File: config.mk
export PLATFORM = sky130hd
export DESIGN_NAME = pipe_stage_reg
export DESIGN_NICKNAME = d
export VERILOG_FILES = /design/src/rtl/pipe_pkg.sv /design/src/rtl/pipe_entry_reg.sv /design/src/rtl/pipe_stage_reg.sv
export SDC_FILE = /design/constraint.sdc
export NUM_CORES = 1
export LEC_CHECK = 0
export ABC_AREA = 1
export CAP_MARGIN = 20
export CORE_MARGIN = 4
export CORE_UTILIZATION = 57
export DETAILED_ROUTE_END_ITERATION = 6
export PLACE_DENSITY = 0.87
export SETUP_SLACK_MARGIN = 0.2
export SLEW_MARGIN = 20
export SYNTH_ARGS = -nofsm -noshare
export SYNTH_HDL_FRONTEND = slang
export SYNTH_SLANG_ARGS = --single-unit
File: constraint.sdc
create_clock -name clk -period 36.1 [get_ports clk]
set_input_delay 10.83 -clock clk [delete_from_list [all_inputs] [get_ports clk]]
set_output_delay 10.83 -clock clk [all_outputs]
set_load 0.01 [all_outputs]
File: src/rtl/pipe_pkg.sv
// Shared constants for the MIPS inter-stage pipeline registers:
// control FSM encoding, per-stage bundle widths and the all-zero NOP bundle.
package pipe_pkg;

  localparam logic [1:0] ST_EMPTY = 2'd0;
  localparam logic [1:0] ST_ONE   = 2'd1;
  localparam logic [1:0] ST_TWO   = 2'd2;

  localparam int IFID_W  = 64;
  localparam int IDEX_W  = 158;
  localparam int EXMEM_W = 107;
  localparam int MEMWB_W = 71;

  // All-zero bundle decodes as a NOP in every stage
  localparam logic [IDEX_W-1:0] PIPE_NOP = '0;

endpackage

File: src/rtl/pipe_entry_reg.sv
// One payload slot: async clear on reset, sync clear beats load enable so a
// killed or vacated slot always returns to the all-zero NOP bundle.
module pipe_entry_reg #(
  parameter int WIDTH = 8
) (
  input  logic             clk,
  input  logic             reset,
  input  logic             clr,
  input  logic             en,
  input  logic [WIDTH-1:0] d,
  output logic [WIDTH-1:0] q
);

  always_ff @(posedge clk or posedge reset) begin
    if (reset)    q <= '0;
    else if (clr) q <= '0;
    else if (en)  q <= d;
  end

endmodule

File: src/rtl/pipe_stage_reg.sv
// Inter-stage pipeline register with valid/ready handshake, optional skid
// entry, stall (hold) / flush (bubble) controls and a saturating bubble counter.
module pipe_stage_reg
  import pipe_pkg::*;
#(
  parameter int WIDTH = IDEX_W,
  parameter int SKID  = 1,
  parameter int CNT_W = 16
) (
  input  logic             clk,
  input  logic             reset,
  input  logic             in_valid,
  output logic             in_ready,
  input  logic [WIDTH-1:0] in_data,
  input  logic             stall,
  input  logic             flush,
  output logic             out_valid,
  input  logic             out_ready,
  output logic [WIDTH-1:0] out_data,
  output logic [1:0]       occupancy,
  output logic [CNT_W-1:0] bubble_cnt
);

  logic [1:0]       state_q, state_d;
  logic             rdy_q;
  logic             take, give;
  logic             main_en, main_clr, skid_en, skid_clr;
  logic [WIDTH-1:0] main_d, main_q, skid_q;
  logic [CNT_W-1:0] cnt_q;

  assign out_valid = (state_q != ST_EMPTY);
  assign give      = out_valid & out_ready & ~stall;
  assign take      = in_valid & in_ready;

  // rdy_q is low during reset, so in_ready only rises on the first edge after release
  generate
    if (SKID != 0) begin : g_rdy_reg
      assign in_ready = rdy_q;
    end else begin : g_rdy_comb
      assign in_ready = rdy_q & (~out_valid | give);
    end
  endgenerate

  always_comb begin
    state_d = state_q;
    case (state_q)
      ST_EMPTY: if (take) state_d = ST_ONE;
      ST_ONE: begin
        if (take && !give && SKID != 0) state_d = ST_TWO;
        else if (give && !take)         state_d = ST_EMPTY;
      end
      ST_TWO:   if (give) state_d = ST_ONE;
      default:  state_d = ST_EMPTY;
    endcase
    if (flush) state_d = ST_EMPTY;
  end

  always_ff @(posedge clk or posedge reset) begin
    if (reset) begin
      state_q <= ST_EMPTY;
      rdy_q   <= 1'b0;
    end else begin
      state_q <= state_d;
      rdy_q   <= (state_d != ST_TWO);
    end
  end

  // Main reloads from input when empty or draining-and-refilling, from skid when TWO drains
  assign main_en  = (take & ((state_q == ST_EMPTY) | ((state_q == ST_ONE) & give)))
                  | ((state_q == ST_TWO) & give);
  assign main_d   = (state_q == ST_TWO) ? skid_q : in_data;
  assign main_clr = flush | (state_d == ST_EMPTY);
  assign skid_en  = (state_q == ST_ONE) & take & ~give;
  assign skid_clr = flush | ((state_q == ST_TWO) & give);

  pipe_entry_reg #(.WIDTH(WIDTH)) u_main (
    .clk(clk), .reset(reset), .clr(main_clr), .en(main_en), .d(main_d), .q(main_q)
  );

  generate
    if (SKID != 0) begin : g_skid
      pipe_entry_reg #(.WIDTH(WIDTH)) u_skid (
        .clk(clk), .reset(reset), .clr(skid_clr), .en(skid_en), .d(in_data), .q(skid_q)
      );
    end else begin : g_noskid
      assign skid_q = '0;
    end
  endgenerate

  always_ff @(posedge clk or posedge reset) begin
    if (reset) cnt_q <= '0;
    else if (~out_valid & out_ready & ~stall & ~flush & (cnt_q != {CNT_W{1'b1}}))
      cnt_q <= cnt_q + 1'b1;
  end

  assign out_data   = out_valid ? main_q : '0;
  assign occupancy  = state_q;
  assign bubble_cnt = cnt_q;

endmodule

==> summary.md, run 1 <==
| Metric | Value |
|---|---|
| Endpoints failing hold | `0` |
| CP startpoint kind | `input pin` |
| Root Driver | `clkbuf_16` |
| Setup-failing EPs final | `0` |
| Clock tree buffer depth | `3` |
| Later-pin clock latency in the skew report | `510 ps` |
| Hold slack final | `just over 500 ps` |
| # placed instances | `3143` |
| Largest family of logic cells by synthesized area | `simple AND/OR/NAND/NOR gates` |
| Worst setup skew after layout | `19.6 ps` |
| Max-slew violation count | `0` |
| Tightest Hold Check Type | `reg -> reg` |
| Routed length on met2 | `~24 mm` |
| Power Dens Cells | `42.3 nW/um^2` |
| Final Non-Filler Cells | `between 3000 and 4000` |
| DR WL/cell | `15.7 microns` |
| Vias in the first global route | `17000` |
| Slew @ Worst Pin | `1160 ps` |
| DRT met1 WL | `20.0 mm` |
| YS warnings | `0` |
| Sw Ratio | `0.286` |
| Post-synthesis compound-gate area fraction | `0.102` |
| Row count | `64` |
| NetSw | `270 uW` |
| Sink Count | `about 340` |
| Initial core utilization | `0.580` |
| Grt ovf | `0` |
| Die X | `185 microns` |
| Number of remaining DRC errors | `0` |
| Top Layer Used | `met5` |
| Period utilization | `0.418` |
| DP Wirelength | `approximately 31 mm` |
| Syn avg cell area | `roughly 7 sq um` |
| Layout cells sized above 1 | `0.0566` |
| Die footprint | `around 34000 sq um` |
| Critical setup path kind | `in -> reg` |
| Worst Path Max Fanout | `between 150 and 200` |
| Pleak | `roughly 12 nW` |
| Combinational Power Share | `0.179` |
| Sequential cell fraction of total power | `0.431` |
| Relative slew slack | `0.226` |
| H-tree depth | `2` |
| Post-Synth Simple-Gate Area | `0.242` |
| Max-cap violations | `0` |
| CTS buffer count | `36` |
| Design internal power | `roughly 670 uW` |
| ANT nets after route | `0` |
| Pre-Repair DR Iteration Count | `6` |
| Post-cts gate resize count | `0` |
| Pin count of the biggest net entering global routing | `265` |
| Layout area overhead | `25.5%` |
| DR WL met3 | `4.03 mm` |
| Synth Register Bits | `335` |
| Placed cell areas | `21100 sq um` |
| First-pass GRT wire length | `82.3 mm` |
| Initial DRC count | `1712` |
| Worst Setup End Kind | `flip-flop` |
| Syn Nets | `2714` |
| Pwr Total | `943 uW` |
| Setup TNS Final | `0 ps` |
| Post-Synth XOR/XNOR Area | `0.00296` |
| RSZ-0062 raised after global routing | `false` |
| Worst Path Arrival | `15540 ps` |
| Adder-Cell Fraction of Synth Area | `0.000704` |
| Post-route cell area | `between 20000 and 25000 sq um` |
| Synth Cell Area | `17800 sq um` |
| Status | `finished clean` |
| Critical path data required time | `36550 ps` |
| Nets@finish | `about 3000` |
| PortBufs | `341` |
| Die H | `185 microns` |
| Core ar. | `30700 sq um` |
| Initial antenna violation count | `6` |
| CTS tree | `done` |
| Mapped Cells | `2549` |
| Clk network pwr share | `0.390` |
| Final GP Congestion | `0.890` |
| Peak supply drop | `around 34 uV` |
| Yosys cell types | `22` |
| CTS Hold Buffers Added | `0` |
| Worst-path clk slew | `60 ps` |
| Setup Buffers After CTS | `0` |
| Mux cell area share after synthesis | `0` |
| Vias post-DR | `17000` |
| Ratio of routed vias to standard cells | `roughly 5.3` |
| Max Fclk | `66.2 MHz` |
| Minimum clock period | `15090 ps` |
| Seq/Total Area, Yosys | `0.472` |
| Total Routing Usage GR | `0.291` |
| Total wire length | `a little over 50 mm` |
| IO Count | `between 300 and 400` |
-- registers in the layout (all words and copies together) (netlist names) --
register and flops:
g_skid.u_skid.q 158, u_main.q 158, bubble_cnt 16, occupancy 2
in_ready 1
-- metal layers --
layer | vias to the layer above | track usage
met5 | - | 0
met4 | 4 | 0.138
met3 | 135 | 0.0525
met2 | 833 | 0.468
met1 | 7978 | 0.383
li1 | 8054 | -
-- kinds of logic after synthesis --
group / after synthesis
DFF: 335
AOI/OAI and AO/OA: 322
buffers and inverters: 811
xor gates and xnor gates: 6
adders and majority gates: 1
and+or+nand+nor: 1074
-- final cells by class --
| type | count | area (sq um) |
|---|---|---|
| timing repair buffer | 354 | 3530 |
| sequential | 335 | 8380 |
| clock inverter | 7 | 96.3 |
| fill | 2288 | 8370 |
| clock buffer | 55 | 1070 |
| multi-input combinational | 1403 | 6250 |
| tap | 396 | 495 |
| inverter | 655 | 2470 |
| antenna | 4 | 10.0 |
-- cells in the mapped netlist, drive strengths merged --
cell type / instances / area [sq um]
ha: 1 / 12.5
clkbuf: 49 / 184
nor3: 1 / 16.3
nand3: 169 / 846
nand2: 716 / 2700
xnor2: 2 / 17.5
a21oi: 1 / 5.00
inv: 655 / 2460
buf: 107 / 573
o22ai: 158 / 988
o21ai: 163 / 823
nor2: 179 / 679
xor2: 4 / 35.0
nand4: 9 / 56.3
dfrtp: 335 / 8380
-- power groups by stage --
stage | clock (mW) | sequential [mW] | combinational, mW
floorplan | 0 | 0.411 | 0.108
global placement | 0 | 0.412 | 0.162
detailed placement | 0 | 0.413 | 0.167
CTS | 0.372 | 0.406 | 0.169
global route | 0.390 | 0.409 | 0.189
finish | 0.368 | 0.407 | 0.169
-- layout by cell type (no fill, tap or decap), drive strengths merged --
master         count
o22ai            158
clkinv             3
o21ai            163
inv              657
dfrtp            335
xor2               4
nor2             179
clkdlybuf4s50    341
nand4              9
bufinv             2
clkbuf            55
ha                 1
xnor2              2
nand3            169
buf               13
nand2            716
nor3               1
a21oi              1
diode              4
-- path summary, 6_finish.rpt --
kind                                startpoint             endpoint  slack [ps]  cells past startpoint
max                                   in_valid         u_main.q[38]       21010                     11
min                        g_skid.u_skid.q[99]  g_skid.u_skid.q[99]         520                      2
max reg2reg                       occupancy[1]         u_main.q[38]       30790                     11
min reg2reg                g_skid.u_skid.q[99]  g_skid.u_skid.q[99]         520                      2
max in group asynchronous                reset        u_main.q[140]       22930                      4
min in group asynchronous                reset  g_skid.u_skid.q[25]       10870                      2
-- metrics by stage --
| stage | worst slack, ps | utilization |
|---|---|---|
| 2_1_floorplan | 15990 | - |
| 3_3_place_gp | 20680 | 0.688 |
| 3_5_place_dp | 20570 | 0.688 |
| 4_1_cts | 21080 | 0.727 |
| 5_1_grt | 20730 | 0.727 |
| 6_report | 21010 | 0.727 |
-- worst max-delay path, stage by stage --
cell and delay, ps:
clkdlybuf4s50_1 480, nand2_1 110, o21ai_4 130, buf_4 810, nand2_8 880, nand2_1 230, nand2_1 140, nand2_4 660
buf_4 790, nand2_1 180, inv_2 90
(Power assumes the default switching activity.)
==> run 2: changes to the inputs <==
--- a/config.mk
+++ b/config.mk
@@ -8,9 +8,9 @@
 export ABC_AREA = 1
 export CAP_MARGIN = 20
 export CORE_MARGIN = 4
-export CORE_UTILIZATION = 57
+export CORE_UTILIZATION = 48
 export DETAILED_ROUTE_END_ITERATION = 6
-export PLACE_DENSITY = 0.87
+export PLACE_DENSITY = 0.78
 export SETUP_SLACK_MARGIN = 0.2
 export SLEW_MARGIN = 20
 export SYNTH_ARGS = -nofsm -noshare
==> constraint.sdc (replaced) <==
create_clock -name clk -period 12.4 [get_ports clk]
set_input_delay 3.72 -clock clk [delete_from_list [all_inputs] [get_ports clk]]
set_output_delay 3.72 -clock clk [all_outputs]
set_load 0.01 [all_outputs]
==> summary.md, run 2 (synthesis gave the netlist of run 1 again) <==
| Metric | Value |
|---|---|
| Setup-failing EPs final | `0 (unchanged)` |
| Nets@finish | `2957 (was 2950)` |
| Pin count of the biggest net entering global routing | `235 (was 265)` |
| Critical path data required time | `12850 ps (was 36550 ps)` |
| Slew @ Worst Pin | `1100 ps (was 1160 ps)` |
| Die footprint | `40200 sq um (was 34100 sq um)` |
| ANT nets after route | `0 (unchanged)` |
| PortBufs | `341 (unchanged)` |
| Initial core utilization | `0.485 (was 0.580)` |
| Final GP Congestion | `0.831 (was 0.890)` |
| Die H | `200 microns (was 185 microns)` |
| CP startpoint kind | `input pin (unchanged)` |
| Row count | `70 (was 64)` |
| Fill count | `3238 (was 2288)` |
| Endpoints failing hold | `0 (unchanged)` |
| DR WL/cell | `15.6 microns (was 15.7 microns)` |
| Placed cell areas | `21200 sq um (was 21100 sq um)` |
| CTS Hold Buffers Added | `0 (unchanged)` |
| Worst Path Max Fanout | `159 (unchanged)` |
| Clock tree buffer depth | `3 (unchanged)` |
| Total Routing Usage GR | `0.251 (was 0.291)` |
| Vias in the first global route | `17100 (was 17000)` |
| Relative slew slack | `0.264 (was 0.226)` |
| Max Fclk | `137 MHz` |
| Vias post-DR | `16600 (was 17000)` |
| Max-slew violation count | `0 (unchanged)` |
| Layout cells sized above 1 | `0.0603 (was 0.0566)` |
| Initial DRC count | `1216 (was 1712)` |
| Critical setup path kind | `in -> reg (unchanged)` |
| CTS tree | `done (unchanged)` |
| Ratio of routed vias to standard cells | `5.06 (was 5.30)` |
| Initial antenna violation count | `3 (was 6)` |
| Post-route cell area | `22600 sq um (was 22300 sq um)` |
| Die X | `200 microns (was 185 microns)` |
| Power Dens Cells | `126 nW/um^2 (was 42.3 nW/um^2)` |
| Worst-path clk slew | `50 ps (was 60 ps)` |
| First-pass GRT wire length | `85.2 mm (was 82.3 mm)` |
| Minimum clock period | `7310 ps` |
| Worst setup skew after layout | `7.14 ps (was 19.6 ps)` |
| Max-cap violations | `0 (unchanged)` |
| H-tree depth | `2 (unchanged)` |
| Status | `finished clean (unchanged)` |
| IO Count | `342 (unchanged)` |
| CTS buffer count | `39 (was 36)` |
| Post-cts gate resize count | `0 (unchanged)` |
| Tightest Hold Check Type | `reg -> reg (unchanged)` |
| Setup TNS Final | `0 ps (unchanged)` |
| Layout area overhead | `27.0% (was 25.5%)` |
| Sink Count | `335 (unchanged)` |
| RSZ-0062 raised after global routing | `false (unchanged)` |
| Pleak | `12.0 nW (was 11.9 nW)` |
| Worst Path Arrival | `7760 ps (was 15540 ps)` |
| Setup Buffers After CTS | `0 (unchanged)` |
| Total wire length | `51.3 mm (was 50.3 mm)` |
| Core ar. | `36600 sq um (was 30700 sq um)` |
| Number of remaining DRC errors | `0 (unchanged)` |
| Period utilization | `0.589` |
| Commonest non-fill, non-tap cell in the layout | `nand2_1 (unchanged)` |
| Commonest non-fill, non-tap cells in the layout | `712 x nand2_1, 571 x inv_1, 341 x clkdlybuf4s50_1, 335 x dfrtp_1, 178 x nor2_1 (unchanged)` |
| Worst Setup End Kind | `flip-flop (unchanged)` |
| Peak supply drop | `98.6 uV (was 33.9 uV)` |
| Later-pin clock latency in the skew report | `510 ps (about the same)` |
| Pre-Repair DR Iteration Count | `5 (was 6)` |
| DP Wirelength | `31.8 mm (was 30.7 mm)` |
| Grt ovf | `0 (unchanged)` |
| Root Driver | `clkbuf_16 (unchanged)` |
run 2: metrics by stage:
stage | util | total power, mW | setup slack, ps | hold slack [ps] | std cells
floorplan | - | 1.51 | 4200 | 488 | 2549
global placement | 0.580 | 1.68 | 4580 | 499 | 3217
detailed placement | 0.580 | 1.69 | 4480 | 507 | 3217
CTS | 0.615 | 2.86 | 5020 | 522 | 3283
global route | 0.617 | 2.99 | 4650 | 527 | 3286
finish | 0.617 | 2.84 | 5090 | 517 | 3287
run 2: worst paths after layout:
path,start,end,slack (ps),cells after the start
setup / recovery,out_ready,u_main.q[44],5090,10
hold / removal,g_skid.u_skid.q[86],g_skid.u_skid.q[86],520,2
setup reg to reg,occupancy[1],u_main.q[44],7620,11
hold reg to reg,g_skid.u_skid.q[86],g_skid.u_skid.q[86],520,2
max in group asynchronous,reset,g_skid.u_skid.q[30],6520,5
min in group asynchronous,reset,u_main.q[131],3760,3
run 2: worst max-delay path, stage by stage:
cell	delay [ps]
clkdlybuf4s50_1	450
nand2_1	260
nand2_8	480
nand2_8	630
nand2_1	240
nand2_1	130
nand2_4	700
buf_4	830
nand2_1	170
inv_2	80
run 2: where the power goes:
| group | total (mW) | switching (mW) | internal, mW |
|---|---|---|---|
| logic | 0.497 | 0.319 | 0.178 |
| clock network | 1.16 | 0.448 | 0.716 |
| registers | 1.18 | 0.0343 | 1.15 |
| total | 2.84 | 0.801 | 2.04 |
run 2: cell type report:
| class | count | area (sq um) | area share |
|---|---|---|---|
| Antenna cell | 2 | 5.00 | 0.000222 |
| Clock buffer | 57 | 1180 | 0.0521 |
| Clock inverter | 9 | 120 | 0.00532 |
| Inverter | 655 | 2460 | 0.109 |
| Multi-Input combinational cell | 1403 | 6250 | 0.277 |
| Sequential cell | 335 | 8380 | 0.371 |
| Tap cell | 468 | 586 | 0.0259 |
| Timing Repair Buffer | 358 | 3600 | 0.159 |
run 2: routing by layer:
metal / up-vias / track usage / wire length, microns
met5: - / 0 / 25
met4: 4 / 0.109 / 2360
met3: 126 / 0.0412 / 3370
met2: 628 / 0.412 / 23800
met1: 7821 / 0.332 / 21700
li1: 8066 / - / -
==> run 3: changes to the inputs <==
==> constraint.sdc (replaced) <==
create_clock -name clk -period 6.3 [get_ports clk]
set_input_delay 1.89 -clock clk [delete_from_list [all_inputs] [get_ports clk]]
set_output_delay 1.89 -clock clk [all_outputs]
set_load 0.01 [all_outputs]
==> summary.md, run 3 (synthesis gave the netlist of run 1 again) <==
| Metric | Value |
|---|---|
| Worst Path Max Fanout | `80 (was 159)` |
| Slew @ Worst Pin | `1030 ps (was 1100 ps)` |
| Post-route cell area | `22600 sq um (about the same)` |
| ANT nets after route | `0 (unchanged)` |
| Reg2reg setup slack | `2450 ps (was 7620 ps)` |
| Die H | `200 microns (unchanged)` |
| Clk network pwr share | `0.402 (was 0.409)` |
| Layout area overhead | `26.9% (was 27.0%)` |
| Vias in the first global route | `16700 (was 17100)` |
| Hold_sp | `g_skid.u_skid.q[48] (was g_skid.u_skid.q[86])` |
| Initial antenna violation count | `4 (was 3)` |
| Reg-to-reg critical path startpoint | `occupancy[1] (unchanged)` |
| Sequential cell fraction of total power | `0.421 (was 0.416)` |
| Worst-path clk slew | `60 ps (was 50 ps)` |
| Max Fclk | `220 MHz` |
| Worst Path Arrival | `2660 ps (was 7760 ps)` |
| Fill count | `3292 (was 3238)` |
| Sink Count | `335 (unchanged)` |
| Total Routing Usage GR | `0.248 (was 0.251)` |
| PortBufs | `341 (unchanged)` |
| Status | `complete, but fails checks (was finished clean)` |
| Final Non-Filler Cells | `3287 (unchanged)` |
| CTS buffer count | `37 (was 39)` |
| Worst setup skew after layout | `10.2 ps (was 7.14 ps)` |
| CTS Hold Buffers Added | `0 (unchanged)` |
| Critical setup path kind | `reg -> out (was in -> reg)` |
| Worst Hold End | `g_skid.u_skid.q[48] (was g_skid.u_skid.q[86])` |
| Post-cts gate resize count | `0 (unchanged)` |
| RR Endpoint | `u_main.q[2] (was u_main.q[44])` |
| RSZ-0062 raised after global routing | `false (unchanged)` |
| Setup Buffers After CTS | `0 (unchanged)` |
| CP startpoint kind | `flip-flop (was input pin)` |
| Row count | `70 (unchanged)` |
| H-tree depth | `2 (unchanged)` |
| Total wire length | `51.2 mm (was 51.3 mm)` |
| Max-cap violations | `0 (unchanged)` |
| Later-pin clock latency in the skew report | `520 ps (was 510 ps)` |
| First-pass GRT wire length | `83.9 mm (was 85.2 mm)` |
| Number of remaining DRC errors | `2 (was 0)` |
| Minimum clock period | `4550 ps` |
| Vias post-DR | `16600 (about the same)` |
| Worst Reg-to-Reg Cells | `11 (unchanged)` |
| Initial core utilization | `0.485 (unchanged)` |
| Commonest non-fill, non-tap cell in the layout | `nand2_1 (unchanged)` |
| Period utilization | `0.722` |
| Die X | `200 microns (unchanged)` |
| # placed instances | `3221 (was 3217)` |
| Final Util | `0.616 (was 0.617)` |
| Die footprint | `40200 sq um (unchanged)` |
| Power Dens Cells | `245 nW/um^2 (was 126 nW/um^2)` |
| Failing checks | `DRC` |
| Final GP Congestion | `0.828 (was 0.831)` |
| Nets@finish | `2957 (unchanged)` |
| CTS tree | `done (unchanged)` |
| Grt ovf | `0 (unchanged)` |
| Sw Ratio | `0.284 (was 0.282)` |
| Max-slew violation count | `0 (unchanged)` |
| Initial DRC count | `1219 (was 1216)` |
| Pleak | `12.0 nW (about the same)` |
| Endpoints failing hold | `0 (unchanged)` |
| DP Wirelength | `31.8 mm (about the same)` |
| Setup-failing EPs final | `0 (unchanged)` |
| Ratio of routed vias to standard cells | `5.04 (was 5.06)` |
| Combinational Power Share | `0.177 (was 0.175)` |
| Core ar. | `36600 sq um (unchanged)` |
| Layout cells sized above 1 | `0.0600 (was 0.0603)` |
| Hold depth | `2 (unchanged)` |
| Pre-Repair DR Iteration Count | `7 (was 5)` |
| Pin count of the biggest net entering global routing | `153 (was 235)` |
| Placed cell areas | `21300 sq um (was 21200 sq um)` |
| Slowest Stage Delay on Critical Path | `690 ps (was 830 ps)` |
| Commonest non-fill, non-tap cells in the layout | `712 x nand2_1, 571 x inv_1, 341 x clkdlybuf4s50_1, 335 x dfrtp_1, 178 x nor2_1 (unchanged)` |
| IO Count | `342 (unchanged)` |
| Tightest Hold Check Type | `reg -> reg (unchanged)` |
| NetSw | `1.57 mW (was 801 uW)` |
| Clock tree buffer depth | `3 (unchanged)` |
| Peak supply drop | `233 uV (was 98.6 uV)` |
| Root Driver | `clkbuf_16 (unchanged)` |
| CP max-delay cell | `buf_4 (unchanged)` |
| Worst Setup End Kind | `primary output (was flip-flop)` |
| Design internal power | `3.96 mW (was 2.04 mW)` |
| Cell Chain, Critical Path | `nor2_4 -> buf_4 -> inv_2 -> clkdlybuf4s50_1 (was clkdlybuf4s50_1 -> nand2_1 -> nand2_8 -> nand2_8 -> nand2_1 -> nand2_1 -> nand2_4 -> buf_4 -> nand2_1 -> inv_2)` |
| Critical path data required time | `4410 ps (was 12850 ps)` |
| DR WL/cell | `15.6 microns (about the same)` |
| Relative slew slack | `0.313 (was 0.264)` |
==> run 3: worst max-delay path by stage <==
stage	end	start	depth (start not counted)
floorplan	bubble_cnt[0]	reset	1
global placement	u_main.q[82]	in_valid	9
detailed placement	u_main.q[5]	out_ready	10
CTS	out_valid	occupancy[1]	4
global route	out_valid	occupancy[1]	4
finish	out_valid	occupancy[1]	4
==> run 3: worst max-delay path: cells and delay by family, from the launching register on <==
kind	cells	cell delay, ps
buffers and inverters	3	1480
flip-flops	1	500
AND/OR/NAND/NOR	1	150
==> run 3: per-stage QoR <==
step                      setup TNS, ps  hold WS, ps  setup WS (ps)  total power [mW]
after floorplan                  -22310          488          -66.6              2.98
after global placement                0          499           1430              3.32
after detailed placement              0          507           1350              3.34
after CTS                             0          520           1730              5.57
after global routing                  0          536           1600              5.78
final                                 0          518           1750              5.53
==> run 3: area by class of cell <==
class / instances / area [sq um] / area share
repair buffers: 360 / 3620 / 0.161
multi-input cells: 1403 / 6250 / 0.277
flip-flops and latches: 335 / 8380 / 0.372
well taps: 468 / 586 / 0.0260
inverters: 655 / 2460 / 0.109
clock inverters: 9 / 130 / 0.00577
diodes: 2 / 5.00 / 0.000222
clock buffers: 55 / 1120 / 0.0495
==> run 3: power by group through the flow <==
stage	logic, mW	registers [mW]	clock network (mW)
2_1_floorplan	0.622	2.35	0
3_3_place_gp	0.957	2.36	0
3_5_place_dp	0.974	2.36	0
4_1_cts	0.983	2.33	2.26
5_1_grt	1.09	2.34	2.34
6_report	0.978	2.33	2.22
==> run 3: layer usage <==
metal,part of all wire,GRT usage
met2,0.47,0.411
met3,0.064,0.0449
met5,0.00051,0
met4,0.040,0.0978
met1,0.42,0.325
